$ cat config.mk
export PLATFORM = sky130hd
export DESIGN_NAME = nibble_serial_adder
export DESIGN_NICKNAME = d
export VERILOG_FILES = /design/src/rtl/nibble_serial_adder.sv
export SDC_FILE = /design/constraint.sdc
export NUM_CORES = 1
export LEC_CHECK = 0
export BUFFER_PORTS_ARGS = -buffer_cell sky130_fd_sc_hd__buf_2
export CELL_PAD_IN_SITES_DETAIL_PLACEMENT = 1
export CELL_PAD_IN_SITES_GLOBAL_PLACEMENT = 2
export CORE_UTILIZATION = 36
export DETAILED_ROUTE_END_ITERATION = 12
export PLACE_DENSITY_LB_ADDON = 0.1
export RECOVER_POWER = 50
export SETUP_SLACK_MARGIN = 0.2
export SYNTH_ARGS = -nofsm -noshare
export SYNTH_HDL_FRONTEND = slang
export SYNTH_SLANG_ARGS = --single-unit
$ cat constraint.sdc
create_clock -name CLK -period 3 [get_ports CLK]
set_input_delay 0.6 -clock CLK [delete_from_list [all_inputs] [get_ports CLK]]
set_output_delay 0.6 -clock CLK [all_outputs]
set_load 0.01 [all_outputs]
$ cat src/rtl/nibble_serial_adder.sv
// -----------------------------------------------------------------------------
// nibble_serial_adder
//
// Multi-cycle adder for NIBBLES*4-bit operands. The operands go through one
// 4-bit ripple carry adder, one nibble per clock, least significant nibble
// first. The carry is held in a register from one nibble to the next.
//
// START/READY handshake on the operand side. On the result side there is a
// one-cycle DONE pulse, and the result stays on Z/C_out/OVF after it.
//
// Optional feature:
//   NIBBLE_SERIAL_SUB_EN : adds input SUB. SUB=1 computes X - Y by adding ~Y
//                          with a carry-in of 1. C_out=1 then means "no borrow".
//
// Ports:
//   CLK    in   1  rising-edge clock
//   RST    in   1  asynchronous, active-high reset
//   START  in   1  request; accepted only while READY=1
//   READY  out  1  high in IDLE only
//   X      in   W  operand A, sampled on accepted START
//   Y      in   W  operand B, sampled on accepted START
//   C_in   in   1  carry into nibble 0, sampled on accepted START
//   SUB    in   1  (NIBBLE_SERIAL_SUB_EN only) subtract request
//   Z      out  W  sum, held until the next operation completes
//   C_out  out  1  carry out of the top nibble
//   OVF    out  1  two's-complement overflow
//   BUSY   out  1  high in RUN and DONE
//   DONE   out  1  one-cycle pulse when Z/C_out/OVF are newly valid
// -----------------------------------------------------------------------------

module ripple_addr_4_bit (
  input  logic [3:0] a,
  input  logic [3:0] b,
  input  logic       c_in,
  output logic [3:0] s,
  output logic       c_out
);
  always_comb begin
    // NOTE: 'c' is a scratch value inside this combinational block. Blocking
    // '=' makes each bit see the carry from the bit below it in the same pass.
    logic c;
    c = c_in;
    for (int i = 0; i < 4; i++) begin
      s[i] = a[i] ^ b[i] ^ c;
      c    = (a[i] & b[i]) | (c & (a[i] ^ b[i]));
    end
    c_out = c;
  end
endmodule

module nibble_serial_adder #(
  parameter int NIBBLES = 4
) (
  input  logic                   CLK,
  input  logic                   RST,
  input  logic                   START,
  output logic                   READY,
  input  logic [4*NIBBLES-1:0]   X,
  input  logic [4*NIBBLES-1:0]   Y,
  input  logic                   C_in,
`ifdef NIBBLE_SERIAL_SUB_EN
  input  logic                   SUB,
`endif
  output logic [4*NIBBLES-1:0]   Z,
  output logic                   C_out,
  output logic                   OVF,
  output logic                   BUSY,
  output logic                   DONE
);

  localparam int W  = 4 * NIBBLES;
  localparam int CW = $clog2(NIBBLES);
  localparam logic [CW-1:0] LAST = CW'(NIBBLES - 1);

  typedef enum logic [1:0] {S_IDLE, S_RUN, S_DONE} state_t;

  state_t        state, state_nxt;
  logic [W-1:0]  xr, yr, acc;
  logic          cr, sx, sy;
  logic [CW-1:0] cnt;
  logic [3:0]    add_s;
  logic          add_c;

  // The only adder in the block. It always works on the low nibble of the
  // shift registers.
  ripple_addr_4_bit u_add (
    .a     (xr[3:0]),
    .b     (yr[3:0]),
    .c_in  (cr),
    .s     (add_s),
    .c_out (add_c)
  );

  // NOTE: every registered signal uses non-blocking '<='. All flops then
  // update together at the edge, whatever order the statements are in.
  always_ff @(posedge CLK or posedge RST) begin
    if (RST) state <= S_IDLE;
    else     state <= state_nxt;
  end

  always_comb begin
    // NOTE: every output of this block gets a default first. A path that
    // forgets to assign one then cannot infer a latch.
    state_nxt = state;
    READY     = 1'b0;
    BUSY      = 1'b0;
    DONE      = 1'b0;
    unique case (state)
      S_IDLE: begin
        READY = 1'b1;
        if (START) state_nxt = S_RUN;
      end
      S_RUN: begin
        BUSY = 1'b1;
        if (cnt == LAST) state_nxt = S_DONE;
      end
      S_DONE: begin
        BUSY      = 1'b1;
        DONE      = 1'b1;
        state_nxt = S_IDLE;
      end
      default: state_nxt = S_IDLE;
    endcase
  end

  always_ff @(posedge CLK or posedge RST) begin
    if (RST) begin
      xr    <= '0;
      yr    <= '0;
      acc   <= '0;
      cr    <= 1'b0;
      sx    <= 1'b0;
      sy    <= 1'b0;
      cnt   <= '0;
      Z     <= '0;
      C_out <= 1'b0;
      OVF   <= 1'b0;
    end else begin
      unique case (state)
        S_IDLE: begin
          if (START) begin
            xr  <= X;
            sx  <= X[W-1];
            cnt <= '0;
`ifdef NIBBLE_SERIAL_SUB_EN
            if (SUB) begin
              yr <= ~Y;
              cr <= 1'b1;
              sy <= ~Y[W-1];
            end else begin
              yr <= Y;
              cr <= C_in;
              sy <= Y[W-1];
            end
`else
            yr <= Y;
            cr <= C_in;
            sy <= Y[W-1];
`endif
          end
        end
        S_RUN: begin
          xr  <= {4'b0000, xr[W-1:4]};
          yr  <= {4'b0000, yr[W-1:4]};
          acc <= {add_s, acc[W-1:4]};
          cr  <= add_c;
          cnt <= cnt + 1'b1;
          // The visible outputs load only on the final nibble. Z never
          // shows a partial sum, and it keeps its value until the next
          // operation finishes.
          if (cnt == LAST) begin
            Z     <= {add_s, acc[W-1:4]};
            C_out <= add_c;
            OVF   <= (sx == sy) && (add_s[3] != sx);
          end
        end
        default: ;
      endcase
    end
  end

endmodule

======== After elaboration in Yosys (flattened, before gate mapping) ========
Index checks and enable logic that the tools add are counted.
operators by class
  add/sub/neg operators ................... 1
  eq/ne operators ......................... 7
  muxes and demuxes ....................... 14
  bitwise operators ....................... 20
  reductions and logical operators ........ 8
operators by type and width
  kind                                            number
  one-hot mux 16 bit (2 select lines)             2
  two-way mux 16 bit                              2
  bitwise AND 1 bit                               8
  one-hot mux 2 bit (2 select lines)              2
  AND reduction 2 bit                             4
  XOR 1 bit                                       8
  two-way mux 2 bit                               3
  == test 2 bit (second input constant)           2
  two-way mux 1 bit                               4
  != test 2 bit (second input constant)           2
  OR 1 bit                                        4
  adder 2 x 1 -> 2 bit (second input constant)    1
  == test 2 x 1 -> 1 bit (second input constant)  1
  logical NOT 2 bit                               1
  one-hot mux 1 bit (2 select lines)              1
  nonzero test 2 bit                              1
  OR reduction 2 bit                              1
  == test 1 bit                                   1
  logical AND 1 bit                               1
  != test 1 bit                                   1
word-level totals
  bits in registers ....................... 73
  bits of input ports ..................... 36
  output and inout port bits .............. 21
  logic and storage cells ................. 61

======== Depth between registers and ports, before layout ========
  depth in word-level cells ............... 10
  mapped depth ............................ 10
  mapped depth without buffers ............ 10

======== By module ========
From an unflattened synthesis, not the netlist that was laid out.
unflattened totals
  cells, all modules ...................... 295
  area total of the unflattened synthesis .. 3338.2 µm²
by module, submodules not included
  module               instances  cells an instance  area each (µm²)  seq. area each (µm²)
  nibble_serial_adder  1          281                3220.6           1726.7
  ripple_addr_4_bit    1          14                 117.6            0.0

======== Worst setup path before layout ========
OpenSTA, ideal clock, no wires.
  path kind ............................... reg2reg
  start ................................... register cr
  end ..................................... register OVF
  library setup time ...................... 128 ps
  arrival ................................. 2216 ps
  required time ........................... 2872 ps
  setup slack ............................. 656 ps
  cell stages (with the launch flop) ...... 11
  buffers on the path ..................... 0
  period minus slack after synthesis ...... 2344 ps
  cell sequence ........................... dfrtp_1 > fa_1 > inv_1 > fa_1 > inv_1 > fa_1 > inv_1 > fa_1 > and3_1 > nor2_1 > o21ai_0
on the way
  word-level cells in the longest chain between the ends .. 9
ends and longest elaborated chain
  element                 RTL line  source
  from (decl)             79        logic cr, sx, sy;
  from (signal assigned)  157       cr <= C_in;
  bitwise AND 1 bit       45        c = (a[i] & b[i]) | (c & (a[i] ^ b[i]));
  OR 1 bit                45
  bitwise AND 1 bit       45
  OR 1 bit                45
  bitwise AND 1 bit       45
  OR 1 bit                45
  XOR 1 bit               44        s[i] = a[i] ^ b[i] ^ c;
  != test 1 bit           174       OVF <= (sx == sy) && (add_s[3] != sx);
  logical AND 1 bit       174
  to (signal assigned)    174
  to (decl)               66        output logic OVF,
Every way passes these cells.
A chain may end at the register's enable or synchronous reset.

======== Worst setup path after layout ========
Same ends and word-level chain as after synthesis.

==> impl_metrics.json <==
{
  "start_util": 0.372,
  "via_count": 2348,
  "path_common_cell": "fa_1",
  "crit_required_ns": 3.21,
  "relSlewSlack": 0.0598,
  "synth_seq_cells": 69,
  "synth_top_cell_by_area": "dfrtp_1",
  "avgSynthCellArea_um2": 11.6,
  "fmax_mhz": 395,
  "path_clk_slew_ns": 0.08,
  "root_buffer": "clkbuf_8",
  "hold_ws_ns": 0.444,
  "maxSlewViolCount": 0,
  "reg2reg_slack_ns": 0.47,
  "skew_ns": 0.00577,
  "fin_nets": 378,
  "setup-violations-final": 0,
  "portBuffers": 56,
  "drc_errors": 0,
  "hold_violations": 0,
  "num_io_pins": 57,
  "crit_buf_inv": 3,
  "cts_tree": "yes",
  "dp_hpwl_mm": 5.42,
  "p_leak_nw": 1.73,
  "path_delay_family": "adder cells",
  "worstSetupStartpoint": "cr",
  "clk_path_buf_depth": 2,
  "layout_commonest_cell": "dfrtp_1",
  "gp_congestion": 0.724,
  "max_stage_delay_ns": 0.47,
  "drive_gt1_frac": 0.310,
  "tightest_slew_ns": 1.41,
  "rsz0062_at_grt": "false",
  "routed_wl_mm": 7.73,
  "dr.pass1.iters": 4,
  "cts_resized": 0,
  "status": "finished clean",
  "numCtsBuffers": 9,
  "synth_fp_nets": 326,
  "ctsHoldBuffers": 0,
  "num_rows": 34,
  "ys_types": 30,
  "drt-wirelength-per-cell_um": 17.3,
  "cts_setup_buffers": 0,
  "cts_num_sinks": 69,
  "start_kind": "register",
  "clk_latency_ns": 0.35,
  "hold_class": "input port to async pin",
  "power.density_nw_per_um2": 1190,
  "htree_num_levels": 3,
  "synth_area_um2": 3260,
  "die_w_um": 97.2,
  "ff2ff_path_depth": 10,
  "drt_iter0_markers": 96,
  "max_cap_viol_count": 0,
  "worstPathMaxFanout": 4,
  "antenna_found_initial": 0,
  "synth_top_area_frac": 0.530,
  "coreArea_um2": 8760,
  "netlist_instances": 282,
  "worstPathCellList": "fa_1 -> inv_1 -> fa_1 -> inv_1 -> fa_1 -> inv_1 -> fa_1 -> and3_1 -> nor2_1 -> o21ai_0",
  "ys_seq_area_frac": 0.530,
  "grt_pass1_wl_mm": 13.1,
  "ant_nets": 0,
  "min_period_ns": 2.53,
  "finalSetupTns_ns": 0,
  "first_global_vias": 2467,
  "r2r_end": "OVF",
  "mostFrequentLayoutCells": "69 x dfrtp_1, 54 x buf_2, 26 x nand2b_1",
  "die_h_um": 97.2,
  "cp.arrival_ns": 2.74,
  "grtUsageTotal": 0.180,
  "diodes": 0,
  "reg2reg_from": "cr",
  "crit_slowest_cell": "fa_1",
  "via_per_inst": 5.25,
  "period_share": 0.843,
  "grt_overflow_total": 0,
  "vdd_drop_max_uv": 681,
  "critPathKind": "register to register",
  "grt_max_degree": 33,
  "die_area_um2": 9440,
  "synth.top_cells.by_area": "dfrtp_1 53%, mux2_2 7.6%, a221o_1 6.1%",
  "areaGrowthSynthToFinish_pct": 16.0,
  "ys_warn_count": 0,
  "end_kind": "register"
}
==> cells in the mapped netlist, drive strengths merged <==
cell and count:
and2 2, fa 4, a221oi 1, inv 12
dfrtp 69, a22oi 5, o221a 4, nor2 6
clkbuf 4, nand2 19, nor3 2, and3 1
a22o 4, nor2b 1, mux2i 1, ha 4
a21oi 25, buf 17, o21ai 10, mux2 24
nand3 20, nand2b 27, a221o 20
==> per-layer routing <==
| metal | routed length (um) | GRT usage | vias to the layer above |
|---|---|---|---|
| met5 | 0 | 0 | - |
| met3 | 297 | 0.0453 | 11 |
| li1 | - | - | 1106 |
| met4 | 104 | 0.0586 | 0 |
| met2 | 3580 | 0.271 | 45 |
| met1 | 3750 | 0.253 | 1186 |
==> worst max-delay path by stage <==
stage	endpoint	cells after the start
5_1_grt	OVF	10
4_1_cts	OVF	10
3_3_place_gp	OVF	10
2_1_floorplan	C_out	1
3_5_place_dp	OVF	10
6_report	OVF	10
==> per-stage QoR <==
stage / power [mW] / std cells / setup WS, ns / instance area (um^2) / utilization
CTS: 4.58 / 447 / 0.452 / 3800 / 0.433
finish: 4.49 / 447 / 0.470 / 3780 / 0.432
floorplan: 3.17 / 282 / 0.656 / 3260 / -
global route: 4.86 / 447 / 0.243 / 3780 / 0.432
global placement: 3.65 / 431 / 0.557 / 3570 / 0.408
detailed placement: 3.70 / 431 / 0.451 / 3570 / 0.408
==> logic make-up after synthesis <==
| group | count (synthesis) | synth area share |
|---|---|---|
| AND/OR/NAND/NOR | 78 | 0.128 |
| AO/OA/AOI/OAI | 69 | 0.156 |
| flip-flops | 69 | 0.530 |
| buffers and inverters | 33 | 0.0591 |
| multiplexers | 25 | 0.0871 |
| adder cells (fa/ha/maj) | 8 | 0.0399 |
==> sequential cells by signal, summed over array words and instances (netlist names) <==
name	count
acc	12
C_out	1
OVF	1
xr	16
state	2
sx	1
Z	16
sy	1
yr	16
cnt	2
cr	1
==> power breakdown <==
group          total [mW]  switching [mW]  internal (mW)  leakage (nW)
registers            1.66           0.296           1.37         0.857
clock network       0.855           0.366          0.489         0.112
logic                1.97            1.04          0.928         0.761
total                4.49            1.71           2.78          1.73
==> final cells by class <==
cell class	count	area, um^2
fillers	974	4980
flip-flops and latches	69	1730
multi-input cells	180	1340
repair buffers	62	312
clock buffers	10	138
well taps	108	135
clock inverters	6	86.3
inverters	12	45.0
==> worst reg2reg max path, stage by stage (launching register included) <==
cell     delay [ns]
dfrtp_1        0.41
fa_1           0.42
inv_1          0.08
fa_1           0.16
inv_1          0.05
fa_1           0.36
inv_1          0.08
fa_1           0.47
and3_1         0.21
nor2_1         0.08
o21ai_0        0.08
Note: power is estimated with default switching activity, not from simulation.
